[config.mk]
export PLATFORM = sky130hd
export DESIGN_NAME = mpu_poll_seq
export DESIGN_NICKNAME = d
export VERILOG_FILES = /design/src/rtl/mpu_pkg.sv /design/src/rtl/mpu_tick_gen.sv /design/src/rtl/mpu_poll_seq.sv
export SDC_FILE = /design/constraint.sdc
export NUM_CORES = 1
export LEC_CHECK = 0
export BUFFER_PORTS_ARGS = -buffer_cell sky130_fd_sc_hd__buf_2
export CORE_MARGIN = 2
export CORE_UTILIZATION = 30
export DETAILED_ROUTE_END_ITERATION = 10
export SYNTH_ARGS = -nofsm -noshare
export SYNTH_HDL_FRONTEND = slang
export SYNTH_HIERARCHICAL = 1
export SYNTH_SLANG_ARGS = --single-unit
export TNS_END_PERCENT = 5
[constraint.sdc]
create_clock -name CLK -period 6.2 [get_ports CLK]
set_input_delay 0.31 -clock CLK [delete_from_list [all_inputs] [get_ports CLK]]
set_output_delay 0.31 -clock CLK [all_outputs]
set_load 0.1 [all_outputs]
[src/rtl/mpu_pkg.sv]
`default_nettype none
// ============================================================================
// mpu_pkg : shared FSM states, instruction table and channel IDs for MPU poll
// Revision 1.0
// ============================================================================
package mpu_pkg;

    typedef enum logic [2:0] {
        ST_IDLE      = 3'd0,
        ST_ISSUE     = 3'd1,
        ST_WAIT_ACC  = 3'd2,
        ST_WAIT_DONE = 3'd3,
        ST_CHECK     = 3'd4,
        ST_GAP       = 3'd5,
        ST_FAULT     = 3'd6
    } state_t;

    localparam int         c_TBL_LEN   = 9;
    localparam logic [3:0] c_IDX_WAKE  = 4'd0;
    localparam logic [3:0] c_IDX_CFG   = 4'd1;
    localparam logic [3:0] c_IDX_POLL0 = 4'd2;
    localparam logic [3:0] c_IDX_LAST  = 4'd8;

    localparam logic [2:0] c_CH_ACC_X = 3'd0;
    localparam logic [2:0] c_CH_ACC_Y = 3'd1;
    localparam logic [2:0] c_CH_ACC_Z = 3'd2;
    localparam logic [2:0] c_CH_TEMP  = 3'd3;
    localparam logic [2:0] c_CH_GYR_X = 3'd4;
    localparam logic [2:0] c_CH_GYR_Y = 3'd5;
    localparam logic [2:0] c_CH_GYR_Z = 3'd6;

    // A selects the register-address ROM slot, B the payload/length ROM slot
    localparam logic [9:0] c_INSTR_WAKE  = {5'd0,  5'd1};
    localparam logic [9:0] c_INSTR_CFG   = {5'd2,  5'd3};
    localparam logic [9:0] c_INSTR_ACC_X = {5'd4,  5'd16};
    localparam logic [9:0] c_INSTR_ACC_Y = {5'd5,  5'd16};
    localparam logic [9:0] c_INSTR_ACC_Z = {5'd6,  5'd16};
    localparam logic [9:0] c_INSTR_TEMP  = {5'd7,  5'd16};
    localparam logic [9:0] c_INSTR_GYR_X = {5'd8,  5'd16};
    localparam logic [9:0] c_INSTR_GYR_Y = {5'd9,  5'd16};
    localparam logic [9:0] c_INSTR_GYR_Z = {5'd10, 5'd16};

    function automatic logic [9:0] instr_of(input logic [3:0] idx);
        case (idx)
            4'd0:    instr_of = c_INSTR_WAKE;
            4'd1:    instr_of = c_INSTR_CFG;
            4'd2:    instr_of = c_INSTR_ACC_X;
            4'd3:    instr_of = c_INSTR_ACC_Y;
            4'd4:    instr_of = c_INSTR_ACC_Z;
            4'd5:    instr_of = c_INSTR_TEMP;
            4'd6:    instr_of = c_INSTR_GYR_X;
            4'd7:    instr_of = c_INSTR_GYR_Y;
            4'd8:    instr_of = c_INSTR_GYR_Z;
            default: instr_of = '0;
        endcase
    endfunction

    function automatic logic [2:0] chan_of(input logic [3:0] idx);
        return 3'(idx - c_IDX_POLL0);
    endfunction

endpackage
`default_nettype wire

[src/rtl/mpu_tick_gen.sv]
`default_nettype none
// ============================================================================
// mpu_tick_gen : free-running one-cycle pulse every FPGA_CLK/POLL_HZ clocks
// Revision 1.0
// ============================================================================
module mpu_tick_gen #(
    parameter int FPGA_CLK = 50_000_000,
    parameter int POLL_HZ  = 100
) (
    input  logic CLK,
    input  logic RST_n,
    output logic O_TICK
);

    localparam int c_PERIOD = ((FPGA_CLK / POLL_HZ) < 1) ? 1 : (FPGA_CLK / POLL_HZ);
    localparam int c_CW     = (c_PERIOD > 1) ? $clog2(c_PERIOD) : 1;
    localparam logic [c_CW-1:0] c_LAST = c_CW'(c_PERIOD - 1);

    logic [c_CW-1:0] r_cnt;

    always_ff @(posedge CLK or negedge RST_n) begin
        if (!RST_n) begin
            r_cnt <= '0;
        end else if (r_cnt == c_LAST) begin
            r_cnt <= '0;
        end else begin
            r_cnt <= r_cnt + 1'b1;
        end
    end

    assign O_TICK = (r_cnt == c_LAST);

endmodule
`default_nettype wire

[src/rtl/mpu_poll_seq.sv]
`default_nettype none
// ============================================================================
// mpu_poll_seq : wakes/configures the MPU, then polls 7 channels per frame tick
// Revision 1.0
// ============================================================================
module mpu_poll_seq
    import mpu_pkg::*;
#(
    parameter int FPGA_CLK  = 50_000_000,
    parameter int POLL_HZ   = 100,
    parameter int MAX_RETRY = 3,
    parameter int ACC_TMO   = 16
) (
    input  logic        CLK,
    input  logic        RST_n,
    input  logic        I_START,
    input  logic        I_STOP,
    input  logic        I_BUSY,
    input  logic        I_ERR,
    input  logic        I_ACK_FL,
    input  logic [23:0] I_RXD,
    output logic        O_EN,
    output logic [9:0]  O_INSTR,
    output logic [15:0] O_SAMPLE,
    output logic [2:0]  O_SAMPLE_ID,
    output logic        O_SAMPLE_VLD,
    output logic [7:0]  O_FRAME_CNT,
    output logic        O_OVERRUN,
    output logic        O_FAULT,
    output logic        O_ACTIVE
);

    localparam int c_RW = $clog2(MAX_RETRY + 1);
    localparam int c_AW = $clog2(ACC_TMO + 1);

    state_t          r_state;
    state_t          w_state_nxt;
    logic [3:0]      r_idx;
    logic [c_RW-1:0] r_retry;
    logic [c_AW-1:0] r_acc_cnt;
    logic            r_fail;
    logic            r_stop_lat;
    logic [7:0]      r_frame_cnt;
    logic            w_tick;
    logic            w_acc_expired;
    logic            w_retry_ok;
    logic [7:0]      w_unused_rxd_hi;

    // Upper receive byte only matters for multi-byte reads this sequencer never issues
    assign w_unused_rxd_hi = I_RXD[23:16];

    mpu_tick_gen #(
        .FPGA_CLK (FPGA_CLK),
        .POLL_HZ  (POLL_HZ)
    ) u_tick_gen (
        .CLK    (CLK),
        .RST_n  (RST_n),
        .O_TICK (w_tick)
    );

    assign w_acc_expired = (r_acc_cnt == c_AW'(ACC_TMO - 1));
    assign w_retry_ok    = (int'(r_retry) + 1) < MAX_RETRY;

    always_ff @(posedge CLK or negedge RST_n) begin
        if (!RST_n) begin
            r_state <= ST_IDLE;
        end else begin
            r_state <= w_state_nxt;
        end
    end

    always_comb begin
        w_state_nxt = r_state;
        unique case (r_state)
            ST_IDLE:      if (I_START) w_state_nxt = ST_ISSUE;
            ST_ISSUE:     w_state_nxt = ST_WAIT_ACC;
            ST_WAIT_ACC: begin
                if (I_BUSY)             w_state_nxt = ST_WAIT_DONE;
                else if (w_acc_expired) w_state_nxt = ST_CHECK;
            end
            ST_WAIT_DONE: if (!I_BUSY) w_state_nxt = ST_CHECK;
            ST_CHECK: begin
                if (r_stop_lat)                w_state_nxt = ST_IDLE;
                else if (r_fail)               w_state_nxt = w_retry_ok ? ST_ISSUE : ST_FAULT;
                else if (r_idx == c_IDX_LAST)  w_state_nxt = ST_GAP;
                else                           w_state_nxt = ST_ISSUE;
            end
            ST_GAP: begin
                if (r_stop_lat)  w_state_nxt = ST_IDLE;
                else if (w_tick) w_state_nxt = ST_ISSUE;
            end
            ST_FAULT:     if (I_START) w_state_nxt = ST_ISSUE;
            default:      w_state_nxt = ST_IDLE;
        endcase
    end

    always_ff @(posedge CLK or negedge RST_n) begin
        if (!RST_n) begin
            r_idx       <= c_IDX_WAKE;
            r_retry     <= '0;
            r_acc_cnt   <= '0;
            r_fail      <= 1'b0;
            r_stop_lat  <= 1'b0;
            r_frame_cnt <= '0;
        end else begin
            case (r_state)
                ST_IDLE, ST_FAULT: begin
                    if (I_START) begin
                        r_idx   <= c_IDX_WAKE;
                        r_retry <= '0;
                    end
                end
                ST_ISSUE: begin
                    r_acc_cnt <= '0;
                    r_fail    <= 1'b0;
                end
                ST_WAIT_ACC: begin
                    if (!I_BUSY) begin
                        r_acc_cnt <= r_acc_cnt + 1'b1;
                        if (w_acc_expired) r_fail <= 1'b1;
                    end
                end
                ST_WAIT_DONE: begin
                    if (!I_BUSY) r_fail <= I_ERR | I_ACK_FL;
                end
                ST_CHECK: begin
                    if (r_fail) begin
                        r_retry <= r_retry + 1'b1;
                    end else begin
                        r_retry <= '0;
                        if (r_idx == c_IDX_LAST) begin
                            r_idx       <= c_IDX_POLL0;
                            r_frame_cnt <= r_frame_cnt + 1'b1;
                        end else begin
                            r_idx <= r_idx + 1'b1;
                        end
                    end
                end
                default: ;
            endcase

            // Stop is only honoured between transactions; IDLE/FAULT never hold it
            if (r_state == ST_IDLE || r_state == ST_FAULT || w_state_nxt == ST_IDLE) begin
                r_stop_lat <= 1'b0;
            end else if (I_STOP) begin
                r_stop_lat <= 1'b1;
            end
        end
    end

    assign O_FRAME_CNT = r_frame_cnt;

    always_comb begin
        O_EN         = 1'b0;
        O_INSTR      = '0;
        O_SAMPLE     = '0;
        O_SAMPLE_ID  = '0;
        O_SAMPLE_VLD = 1'b0;
        O_FAULT      = 1'b0;
        O_ACTIVE     = (r_state != ST_IDLE);
        O_OVERRUN    = w_tick && (r_idx >= c_IDX_POLL0) &&
                       (r_state inside {ST_ISSUE, ST_WAIT_ACC, ST_WAIT_DONE, ST_CHECK});
        case (r_state)
            ST_ISSUE: begin
                O_EN    = 1'b1;
                O_INSTR = instr_of(r_idx);
            end
            ST_WAIT_ACC, ST_WAIT_DONE: O_INSTR = instr_of(r_idx);
            ST_CHECK: begin
                if (!r_fail && r_idx >= c_IDX_POLL0) begin
                    O_SAMPLE_VLD = 1'b1;
                    O_SAMPLE     = I_RXD[15:0];
                    O_SAMPLE_ID  = chan_of(r_idx);
                end
            end
            ST_FAULT: O_FAULT = 1'b1;
            default: ;
        endcase
    end

endmodule
`default_nettype wire

==> metrics <==
Hold Buf Count CTS=0; number of global-route vias before repair=2097; DP Area=0.00304 mm^2; worst reg2reg endpoint=r_stop_lat; WP buf/inv=2; initial antenna violation count=0; via count=2187; Fillers=895; Top FF cell, synth=dfrtp_1; Die ar.=0.00963 mm^2; GP Congestion=0.762; TritonCTS clock tree=done; Die W=98.1 um; Final Hold Vio Count=0; status=completed; Yosys top cell area share=40.5%; Period minus WS final=3290 ps; Post-Synth Adder-Cell Area=6.12%; drt first-iter violations=97; worst slew pin tran=988 ps; Synth Area in XOR/XNOR=6.92%; register bit total from synthesis=43; drt total wl=5.47 mm; crit path DAT=2980 ps; Crit. Startpoint=u_tick_gen/r_cnt[0]; CP Data Required Time=5890 ps; TritonCTS buffer count=5; gr ovfl total=0; post-synth cell types=62; Area Overhead vs Synth=17.9%; Final setup viols=0; Die Ht=98.1 um; r2r worst-path depth=9; Inserted Diodes=0; router iterations before antenna repair=4; largest net degree at the start of global routing=44; VDD IR max=0.000341 V; setup TNS=0 ps; final std cell area, no fill=0.00313 mm^2; Post-synth EDFFs=0; CTS Root Cell=clkbuf_8; Synth Warn #=6; dpl ws=3220 ps; critical path's top delay family=simple AND/OR/NAND/NOR gates; I/O Buffers=61; Synth area leader=dfrtp_1; clock insertion delay at the later pin of the skew report=300 ps; synth top area cells=dfrtp_1 40%, ha_1 6.1%, and2_1 4.7%; reg2reg setup slack=3180 ps; crit-path max FO=7; routed len/inst=12.3 um; first-pass GRT wire length=9.46 mm; skew final=8.95 ps; clk buf depth=2; register area=0.00108 mm^2; sequential area share after synthesis=40.5%; share of layout cells above drive strength 1=25.5%; gr usage total=11.7%; multiplexer share of the synthesized area=1.18%; Worst setup SP type=register; critical path's largest stage delay=680 ps; drt drc=0; # rows=34; vias per cell=4.91; leakage=1.51 nW; largest family of logic cells by synthesized area=simple AND/OR/NAND/NOR gates; r2r startpoint=u_tick_gen/r_cnt[0]; Post-synth ARST share=100%; remaining antenna violation count after routing=0; Mapped Area=0.00266 mm^2; DP HPWL=4.01 mm; Max Clock Freq=0.304 GHz; fin. max-slew vios=0; CP cell instances=ha_1 -> and4_4 -> nand4_1 -> nor3_1 -> buf_4 -> and4b_1 -> buf_2; Initial Utilization=30.6%; clk slew on worst S/H paths=90 ps; Tcrit/Tclk final=53.0%; Synth Area in Simple Gates=28.7%; Avg Cell Area, Syn=9.56 um^2; WS Path Type=register to primary output; Num Clock Sinks=43; relative slew slack=34.1%; Max-cap violations=0; CTS resizes=0; core area=0.00868 mm^2; # H-tree levels=2; area taken by multi-input logic gates=0.00148 mm^2; worst setup margin=2910 ps; # IOs=73; Post-CTS Setup Bufs=0; cell count after synthesis=278; Synth Area in Compound Gates=12.2%; total power per unit cell area=329 mW/mm^2; CP Capture Type=primary output; RSZ-0062 raised after global routing=false; worst min path class=input port to asynchronous set/reset pin; Max stage delay cell, worst path=nor3_1; fin nets=380
-- cell type report --
type,instances,share of cell area [%]
clock inverters,3,0.798
inverters,11,1.32
flip-flops and latches,43,34.3
clock buffers,5,2.20
multi-input cells,213,47.1
well taps,108,4.31
repair buffers,62,9.98
-- sequential cells by signal, summed over array words and instances (netlist names) --
register / cells
r_retry: 2
u_tick_gen/r_cnt: 19
r_idx: 4
O_FRAME_CNT: 8
r_acc_cnt: 5
r_state: 3
r_fail: 1
r_stop_lat: 1
-- cell usage in the layout (no fill, tap or decap), types with 4 or more instances in the layout --
cell and n:
buf_2 61, dfrtp_1 43, and2_1 20, nand2_1 18
nor2_1 17, o21ai_0 17, xnor2_1 14, ha_1 13
inv_1 11, a21oi_1 8, nand3_1 8, nor3_1 7
nor2b_1 7, xor2_1 7, nand4_1 7, nand2b_1 6
and3_1 5, clkbuf_8 5, or3_1 4, o31ai_1 4
-- worst max-delay path by stage --
stage	end	slack, ps	cells after the start
after global routing	O_SAMPLE[0]	2710	4
after global placement	r_stop_lat	3230	9
after floorplan	O_INSTR[4]	2520	5
final	O_OVERRUN	2910	7
after CTS	O_OVERRUN	2930	7
after detailed placement	r_stop_lat	3220	9
-- worst register-to-register path, stage by stage, from the launching register on --
cell and delay, ps:
dfrtp_1 410, ha_1 230, and4_4 290, nand4_1 150, nor3_1 680, buf_4 290
or4bb_1 120, o21ai_0 80, a221o_1 380, o31a_1 300
-- stage by stage --
stage	total power [mW]	instances	hold WS [ps]	util [%]
6_report	1.03	445	164	36.1
5_1_grt	1.10	445	259	36.1
4_1_cts	1.04	445	215	36.1
3_5_place_dp	0.854	437	467	35.0
3_3_place_gp	0.850	437	457	35.0
2_1_floorplan	0.771	280	14.4	-
-- power breakdown --
group,total (mW),switching [mW],internal [mW]
Combinational,0.449,0.314,0.135
Sequential,0.398,0.0796,0.318
Clock,0.184,0.103,0.0806
-- cell families (layout without fill, tap and decap cells) --
family,after synthesis,in the layout
muxes,3,3
adders and majority gates,13,13
AOI/OAI and AO/OA,49,49
buffers and inverters,24,81
DFF,43,43
xor gates and xnor gates,21,21
other,1,3
and+or+nand+nor,124,124
-- synthesized netlist by cell type, types with 2 or more instances --
master    count
inv_1        11
nand3_1       8
nor2b_1       7
or4bb_1       2
buf_2         5
clkbuf_1      4
a21boi_0      3
and3_1        5
a21oi_1       8
o21ai_0      17
nor4_1        2
o31ai_1       4
nor3_1        7
ha_1         13
mux2i_1       2
nand4_1       7
a22oi_1       2
nand2b_1      6
and2_1       20
dfrtp_1      43
buf_4         3
or3_1         4
xor2_1        7
nand2_1      18
nor3b_1       2
xnor2_1      14
o31a_1        2
nor2_1       17
o32a_1        2
-- routing by layer --
| metal | up-vias | global-route usage [%] | share of wire [%] |
|---|---|---|---|
| met1 | 1025 | 15.7 | 46 |
| li1 | 1087 | - | - |
| met5 | - | 0 | 0 |
| met4 | 0 | 3.48 | 1.0 |
| met2 | 70 | 18.9 | 47 |
| met3 | 5 | 2.86 | 5.9 |
Power figures use the tool's default switching activity.
